$ cat src/rtl/mem_dbus.sv
// Memory-access stage: decodes load/store ops, runs a req/ack data-bus transaction while
// stalling the pipeline, and aligns/extends load data toward write-back.
module mem_dbus #(
  parameter int unsigned TIMEOUT = 255
) (
  input  logic        clk,
  input  logic        rst,
  input  logic [4:0]  waddr_i,
  input  logic        we_i,
  input  logic [31:0] wdata_i,
  input  logic        whilo_i,
  input  logic [31:0] hi_i,
  input  logic [31:0] lo_i,
  input  logic [7:0]  aluop_i,
  input  logic [31:0] mem_addr_i,
  input  logic [31:0] reg2_i,
  output logic        dbus_req_o,
  output logic        dbus_we_o,
  output logic [31:0] dbus_addr_o,
  output logic [3:0]  dbus_sel_o,
  output logic [31:0] dbus_wdata_o,
  input  logic [31:0] dbus_rdata_i,
  input  logic        dbus_ack_i,
  output logic        stallreq_o,
  output logic [4:0]  wb_waddr_o,
  output logic        wb_we_o,
  output logic [31:0] wb_wdata_o,
  output logic        wb_whilo_o,
  output logic [31:0] wb_hi_o,
  output logic [31:0] wb_lo_o,
  output logic        addr_err_o,
  output logic        bus_err_o
);

  localparam logic [7:0] EXE_LB_OP  = 8'b1110_0000;
  localparam logic [7:0] EXE_LH_OP  = 8'b1110_0001;
  localparam logic [7:0] EXE_LW_OP  = 8'b1110_0011;
  localparam logic [7:0] EXE_LBU_OP = 8'b1110_0100;
  localparam logic [7:0] EXE_LHU_OP = 8'b1110_0101;
  localparam logic [7:0] EXE_SB_OP  = 8'b1110_1000;
  localparam logic [7:0] EXE_SH_OP  = 8'b1110_1001;
  localparam logic [7:0] EXE_SW_OP  = 8'b1110_1011;

  localparam logic [7:0] CntLast = 8'(TIMEOUT - 1);

  typedef enum logic [1:0] {StIdle, StBusy, StDone} state_e;

  state_e      state_q, state_d;
  logic [7:0]  cnt_q, cnt_d;
  logic        abort_q, abort_d;
  logic [31:0] rbuf_q, rbuf_d;
  logic        req_q, req_d;
  logic        we_q, we_d;
  logic [31:0] addr_q, addr_d;
  logic [3:0]  sel_q, sel_d;
  logic [31:0] wdata_q, wdata_d;

  logic        is_load, is_store, misaligned, mem_ok;
  logic [3:0]  sel_c;
  logic [31:0] st_wdata;
  logic [7:0]  ld_byte;
  logic [15:0] ld_half;
  logic [31:0] ld_data;
  logic [1:0]  a_lo;

  assign a_lo = mem_addr_i[1:0];

  always_comb begin
    is_load    = 1'b0;
    is_store   = 1'b0;
    misaligned = 1'b0;
    sel_c      = 4'b0000;
    st_wdata   = 32'h0;
    case (aluop_i)
      EXE_LB_OP, EXE_LBU_OP: begin
        is_load = 1'b1;
        sel_c   = 4'b1000 >> a_lo;
      end
      EXE_LH_OP, EXE_LHU_OP: begin
        is_load    = 1'b1;
        sel_c      = a_lo[1] ? 4'b0011 : 4'b1100;
        misaligned = a_lo[0];
      end
      EXE_LW_OP: begin
        is_load    = 1'b1;
        sel_c      = 4'b1111;
        misaligned = |a_lo;
      end
      EXE_SB_OP: begin
        is_store = 1'b1;
        sel_c    = 4'b1000 >> a_lo;
        st_wdata = {4{reg2_i[7:0]}};
      end
      EXE_SH_OP: begin
        is_store   = 1'b1;
        sel_c      = a_lo[1] ? 4'b0011 : 4'b1100;
        st_wdata   = {2{reg2_i[15:0]}};
        misaligned = a_lo[0];
      end
      EXE_SW_OP: begin
        is_store   = 1'b1;
        sel_c      = 4'b1111;
        st_wdata   = reg2_i;
        misaligned = |a_lo;
      end
      default: ;
    endcase
  end

  assign mem_ok = (is_load | is_store) & ~misaligned;

  // Big-endian: address offset 0 lives in bits [31:24].
  always_comb begin
    case (a_lo)
      2'b00:   ld_byte = rbuf_q[31:24];
      2'b01:   ld_byte = rbuf_q[23:16];
      2'b10:   ld_byte = rbuf_q[15:8];
      default: ld_byte = rbuf_q[7:0];
    endcase
    ld_half = a_lo[1] ? rbuf_q[15:0] : rbuf_q[31:16];
    case (aluop_i)
      EXE_LB_OP:  ld_data = {{24{ld_byte[7]}}, ld_byte};
      EXE_LBU_OP: ld_data = {24'h0, ld_byte};
      EXE_LH_OP:  ld_data = {{16{ld_half[15]}}, ld_half};
      EXE_LHU_OP: ld_data = {16'h0, ld_half};
      default:    ld_data = rbuf_q;
    endcase
  end

  always_comb begin
    state_d = state_q;
    cnt_d   = cnt_q;
    abort_d = abort_q;
    rbuf_d  = rbuf_q;
    req_d   = req_q;
    we_d    = we_q;
    addr_d  = addr_q;
    sel_d   = sel_q;
    wdata_d = wdata_q;
    case (state_q)
      StIdle: begin
        if (mem_ok) begin
          state_d = StBusy;
          req_d   = 1'b1;
          we_d    = is_store;
          addr_d  = {mem_addr_i[31:2], 2'b00};
          sel_d   = sel_c;
          wdata_d = st_wdata;
          cnt_d   = 8'h0;
          abort_d = 1'b0;
        end
      end
      StBusy: begin
        if (dbus_ack_i) begin
          rbuf_d  = dbus_rdata_i;
          req_d   = 1'b0;
          state_d = StDone;
        end else if (cnt_q == CntLast) begin
          req_d   = 1'b0;
          abort_d = 1'b1;
          state_d = StDone;
        end else begin
          cnt_d = cnt_q + 8'h1;
        end
      end
      StDone:  state_d = StIdle;
      default: state_d = StIdle;
    endcase
  end

  always_ff @(posedge clk) begin
    if (rst) begin
      state_q <= StIdle;
      cnt_q   <= 8'h0;
      abort_q <= 1'b0;
      rbuf_q  <= 32'h0;
      req_q   <= 1'b0;
      we_q    <= 1'b0;
      addr_q  <= 32'h0;
      sel_q   <= 4'h0;
      wdata_q <= 32'h0;
    end else begin
      state_q <= state_d;
      cnt_q   <= cnt_d;
      abort_q <= abort_d;
      rbuf_q  <= rbuf_d;
      req_q   <= req_d;
      we_q    <= we_d;
      addr_q  <= addr_d;
      sel_q   <= sel_d;
      wdata_q <= wdata_d;
    end
  end

  // Bus outputs are forced low while reset is asserted, ahead of the clearing edge.
  assign dbus_req_o   = req_q & ~rst;
  assign dbus_we_o    = we_q & ~rst;
  assign dbus_addr_o  = rst ? 32'h0 : addr_q;
  assign dbus_sel_o   = rst ? 4'h0 : sel_q;
  assign dbus_wdata_o = rst ? 32'h0 : wdata_q;

  always_comb begin
    wb_waddr_o = waddr_i;
    wb_we_o    = we_i & ~is_store & ~misaligned;
    wb_wdata_o = wdata_i;
    wb_whilo_o = whilo_i;
    wb_hi_o    = hi_i;
    wb_lo_o    = lo_i;
    stallreq_o = 1'b0;
    addr_err_o = misaligned;
    bus_err_o  = 1'b0;
    case (state_q)
      StIdle: stallreq_o = mem_ok;
      StBusy: stallreq_o = 1'b1;
      StDone: begin
        if (is_load) wb_wdata_o = ld_data;
        if (abort_q) begin
          wb_we_o   = 1'b0;
          bus_err_o = 1'b1;
        end
      end
      default: ;
    endcase
    if (rst) begin
      wb_waddr_o = 5'h0;
      wb_we_o    = 1'b0;
      wb_wdata_o = 32'h0;
      wb_whilo_o = 1'b0;
      wb_hi_o    = 32'h0;
      wb_lo_o    = 32'h0;
      stallreq_o = 1'b0;
      addr_err_o = 1'b0;
      bus_err_o  = 1'b0;
    end
  end

endmodule

$ cat config.mk
export PLATFORM = sky130hd
export DESIGN_NAME = mem_dbus
export DESIGN_NICKNAME = d
export VERILOG_FILES = /design/src/rtl/mem_dbus.sv
export SDC_FILE = /design/constraint.sdc
export NUM_CORES = 1
export LEC_CHECK = 0
export ABC_AREA = 0
export BUFFER_PORTS_ARGS = -buffer_cell sky130_fd_sc_hd__buf_2
export CAP_MARGIN = 20
export CORE_AREA = 5 5 147 149
export CTS_BUF_LIST = sky130_fd_sc_hd__clkbuf_16
export DETAILED_ROUTE_END_ITERATION = 6
export DIE_AREA = 0 0 152 154
export PLACE_DENSITY = 0.73
export REMOVE_ABC_BUFFERS = 1
export SETUP_SLACK_MARGIN = 0.05
export SYNTH_ARGS = -nofsm -noshare
export SYNTH_HDL_FRONTEND = slang
export SYNTH_SLANG_ARGS = --single-unit
$ cat constraint.sdc
create_clock -name clk -period 2.3 [get_ports clk]
set_input_delay 0.23 -clock clk [delete_from_list [all_inputs] [get_ports clk]]
set_output_delay 0.23 -clock clk [all_outputs]
set_load 0.1 [all_outputs]
==> reports/qor.yml <==
grt-ovfl-total: 0
yosysUniqueCellTypes: 61
start_util_pct: 32.1
dpl.hpwl_um: 22600
power_frac_seq_pct: 37.6
yosys.area.top_type: "dfxtp_1"
firstDrtPassIters: 7
place_area_um2: 9470
htree_levels: 3
yosysWarnings: 0
hold_class: "input port to register"
fin_crit_sh_pct: 106
tritoncts: "yes"
fin_ws_ns: -0.148
tightest_slew_ns: 0.721
die_h_um: 154
synth-seq-cells: 111
grt_pass1_vias: 7527
crit_end: "wb_wdata_o[29]"
wire_per_inst_um: 21.1
clk_path_buf_depth: 2
io_buffers: 383
arrival_ns: 2.22
r2r_cells: 6
dieArea_um2: 23400
p_int_w: 0.00318
dp.cells: 1438
rsz0062_at_grt: "yes"
setup.worst_path.start: "state_q[0]"
clkSinkCount: 111
syn_avg_cell_area_um2: 8.08
synth_ff_type: "dfxtp_1"
slew_headroom_pct: 51.9
vias: 7892
p_switching_w: 0.00197
synth_most_common_cell: "nor2b_1"
switching_share_pct: 38.3
reg2reg_from: "cnt_q[0]"
required_ns: 2.07
clk_latency_ns: 0.36
slew_violations: 0
reg2reg_slack_ns: 0.43
power_frac_comb_pct: 32.3
path_class: "register to output port"
synthArstFlopShare_pct: 0
finalSetupViolations: 29
antenna_found_initial: 5
synthTopCellsByCount: "nor2b_1 (141), dfxtp_1 (111), nand2_1 (94), a21oi_1 (56), clkbuf_1 (49)"
routed_via_density: 5.33
design_area_um2: 10700
routabilityCongestion: 0.946
reg2reg_to: "cnt_q[7]"
root_buffer: "clkbuf_16"
synth_seq_area_share_pct: 34.6
violations: "negative setup slack"
synth_area_leaders: "dfxtp_1 (35%), nor2b_1 (14%), nand2_1 (5.5%)"
p_clk_share_pct: 30.1
final-seq-area_um2: 2230
fp-row-count: 52
cap_viol_max_count: 0
max_freq_ghz: 0.409
drcViolationCount: 0
grt_max_degree: 82
worstSetupEndpointType: "output port"
fill_cells: 1818
grt_pass1_wl_um: 45200
grt_usage_pct: 24.1
synth_edf_count: 0
num-nets-final: 1416
syn_to_final_growth_pct: 66.8
core_area_um2: 20000
drt_iter0_drc: 549
postRouteAntennaNets: 0
leakage_nw: 4.76
start_kind: "register"
power_density_nw_per_um2: 481
synth_top_area_share_pct: 34.6
syn_area_um2: 6430
die-width_um: 152
io_pins: 386
hold_violations: 0
ir_drop_mv: 0.392
fin_skew_ns: 0.0124
multiInputGateArea_um2: 4430
drive_gt1_share_pct: 46.5
status: "finished, violations left"
ctsHoldBuffers: 0
final_cells: 1480
netlist_instances: 796
pre_cts_ws_ns: -0.0250
path_clk_slew_ns: 0.08
crit_fanout: 6
routed_wl_um: 31300
finalCriticalPeriod_ns: 2.45
numCtsBuffers: 9
[through the flow]
| step | power, W | setup TNS [ns] | util [%] | hold WS, ns |
|---|---|---|---|---|
| after floorplan | 0.00293 | -82.63 | - | 0.299 |
| after global placement | 0.00354 | 0 | 47.2 | 0.439 |
| after detailed placement | 0.00355 | -0.0250 | 47.2 | 0.448 |
| after CTS | 0.00516 | -1.56 | 51.3 | 0.0812 |
| after global routing | 0.00535 | -3.88 | 53.5 | 0.0875 |
| final | 0.00515 | -1.83 | 53.5 | 0.0953 |
[worst min path at each step]
stage / end / startpoint / slack [ns] / cells past startpoint
after floorplan: cnt_q[0] / rst / 0.30 / 1
after global placement: we_q / we_q / 0.44 / 1
after detailed placement: wdata_q[18] / wdata_q[18] / 0.45 / 1
after CTS: addr_q[17] / mem_addr_i[17] / 0.08 / 2
after global routing: addr_q[17] / mem_addr_i[17] / 0.09 / 2
final: addr_q[17] / mem_addr_i[17] / 0.1 / 2
[cell usage in the layout, fill, tap and decap left out, types with 9 or more instances in the layout]
cell / count
o21ai_4: 12
buf_4: 54
buf_16: 9
mux2i_4: 10
o21ai_0: 16
clkbuf_16: 18
a21boi_0: 16
nand2_1: 94
o22a_1: 30
nor2b_1: 141
buf_12: 29
o2bb2ai_1: 12
mux2i_1: 21
dfxtp_1: 105
a22o_1: 27
buf_6: 18
nor2_1: 29
buf_2: 348
a22oi_1: 11
a21oi_1: 54
[logic make-up (layout without fill, tap and decap cells)]
family,after synthesis,in the layout,share of synthesized area [%]
simple gates,321,321,26.4
compound gates,245,245,27.3
flops,111,111,34.6
buf+inv,77,489,5.10
mux,35,35,5.64
xor+xnor,4,4,0.545
fa+ha+maj,2,2,0.389
other cells,1,3,0.0583
[per-layer routing]
| layer | share of wire (%) | GRT usage, % |
|---|---|---|
| met1 | 39 | 29.3 |
| met2 | 49 | 41.8 |
| met3 | 8.6 | 6.30 |
| met4 | 3.7 | 7.49 |
| met5 | 0.022 | 0 |
[power groups by stage]
stage | clock [W] | combinational, W | sequential, W
2_1_floorplan | 0 | 0.000953 | 0.00198
3_3_place_gp | 0 | 0.00156 | 0.00198
3_5_place_dp | 0 | 0.00157 | 0.00198
4_1_cts | 0.00160 | 0.00162 | 0.00194
5_1_grt | 0.00168 | 0.00173 | 0.00194
6_report | 0.00155 | 0.00166 | 0.00194
[what timing repair did]
item / CTS / global route
setup buffers: 15 / 11
setup endpoints to repair: 32 / 32
cloned: 4 / 2
gates resized for setup: 109 / 78
endpoints found under the hold margin: 0 / 0
pin swaps: 10 / 17
[critical path, cell delays in order (launching register included)]
cell	delay (ns)
dfxtp_2	0.34
nor3b_4	0.26
o211a_4	0.28
buf_12	0.16
clkbuf_16	0.18
mux2i_1	0.29
o21ai_2	0.14
buf_16	0.19
[flip-flops by register name, summed over array words and instances (netlist names)]
| signal | flops |
|---|---|
| req_q | 1 |
| wdata_q | 32 |
| cnt_q | 8 |
| addr_q | 30 |
| rbuf_q | 32 |
| state_q | 2 |
| abort_q | 1 |
| sel_q | 4 |
| we_q | 1 |
[layout make-up]
class / instances / share of cell area (%)
clock buffer: 9 / 2.10
multi-input combinational: 609 / 41.3
timing repair buffer: 468 / 31.9
tap: 270 / 3.15
antenna: 1 / 0.0233
inverter: 5 / 0.175
clock inverter: 7 / 0.537
sequential: 111 / 20.8
(Power assumes the default switching activity.)
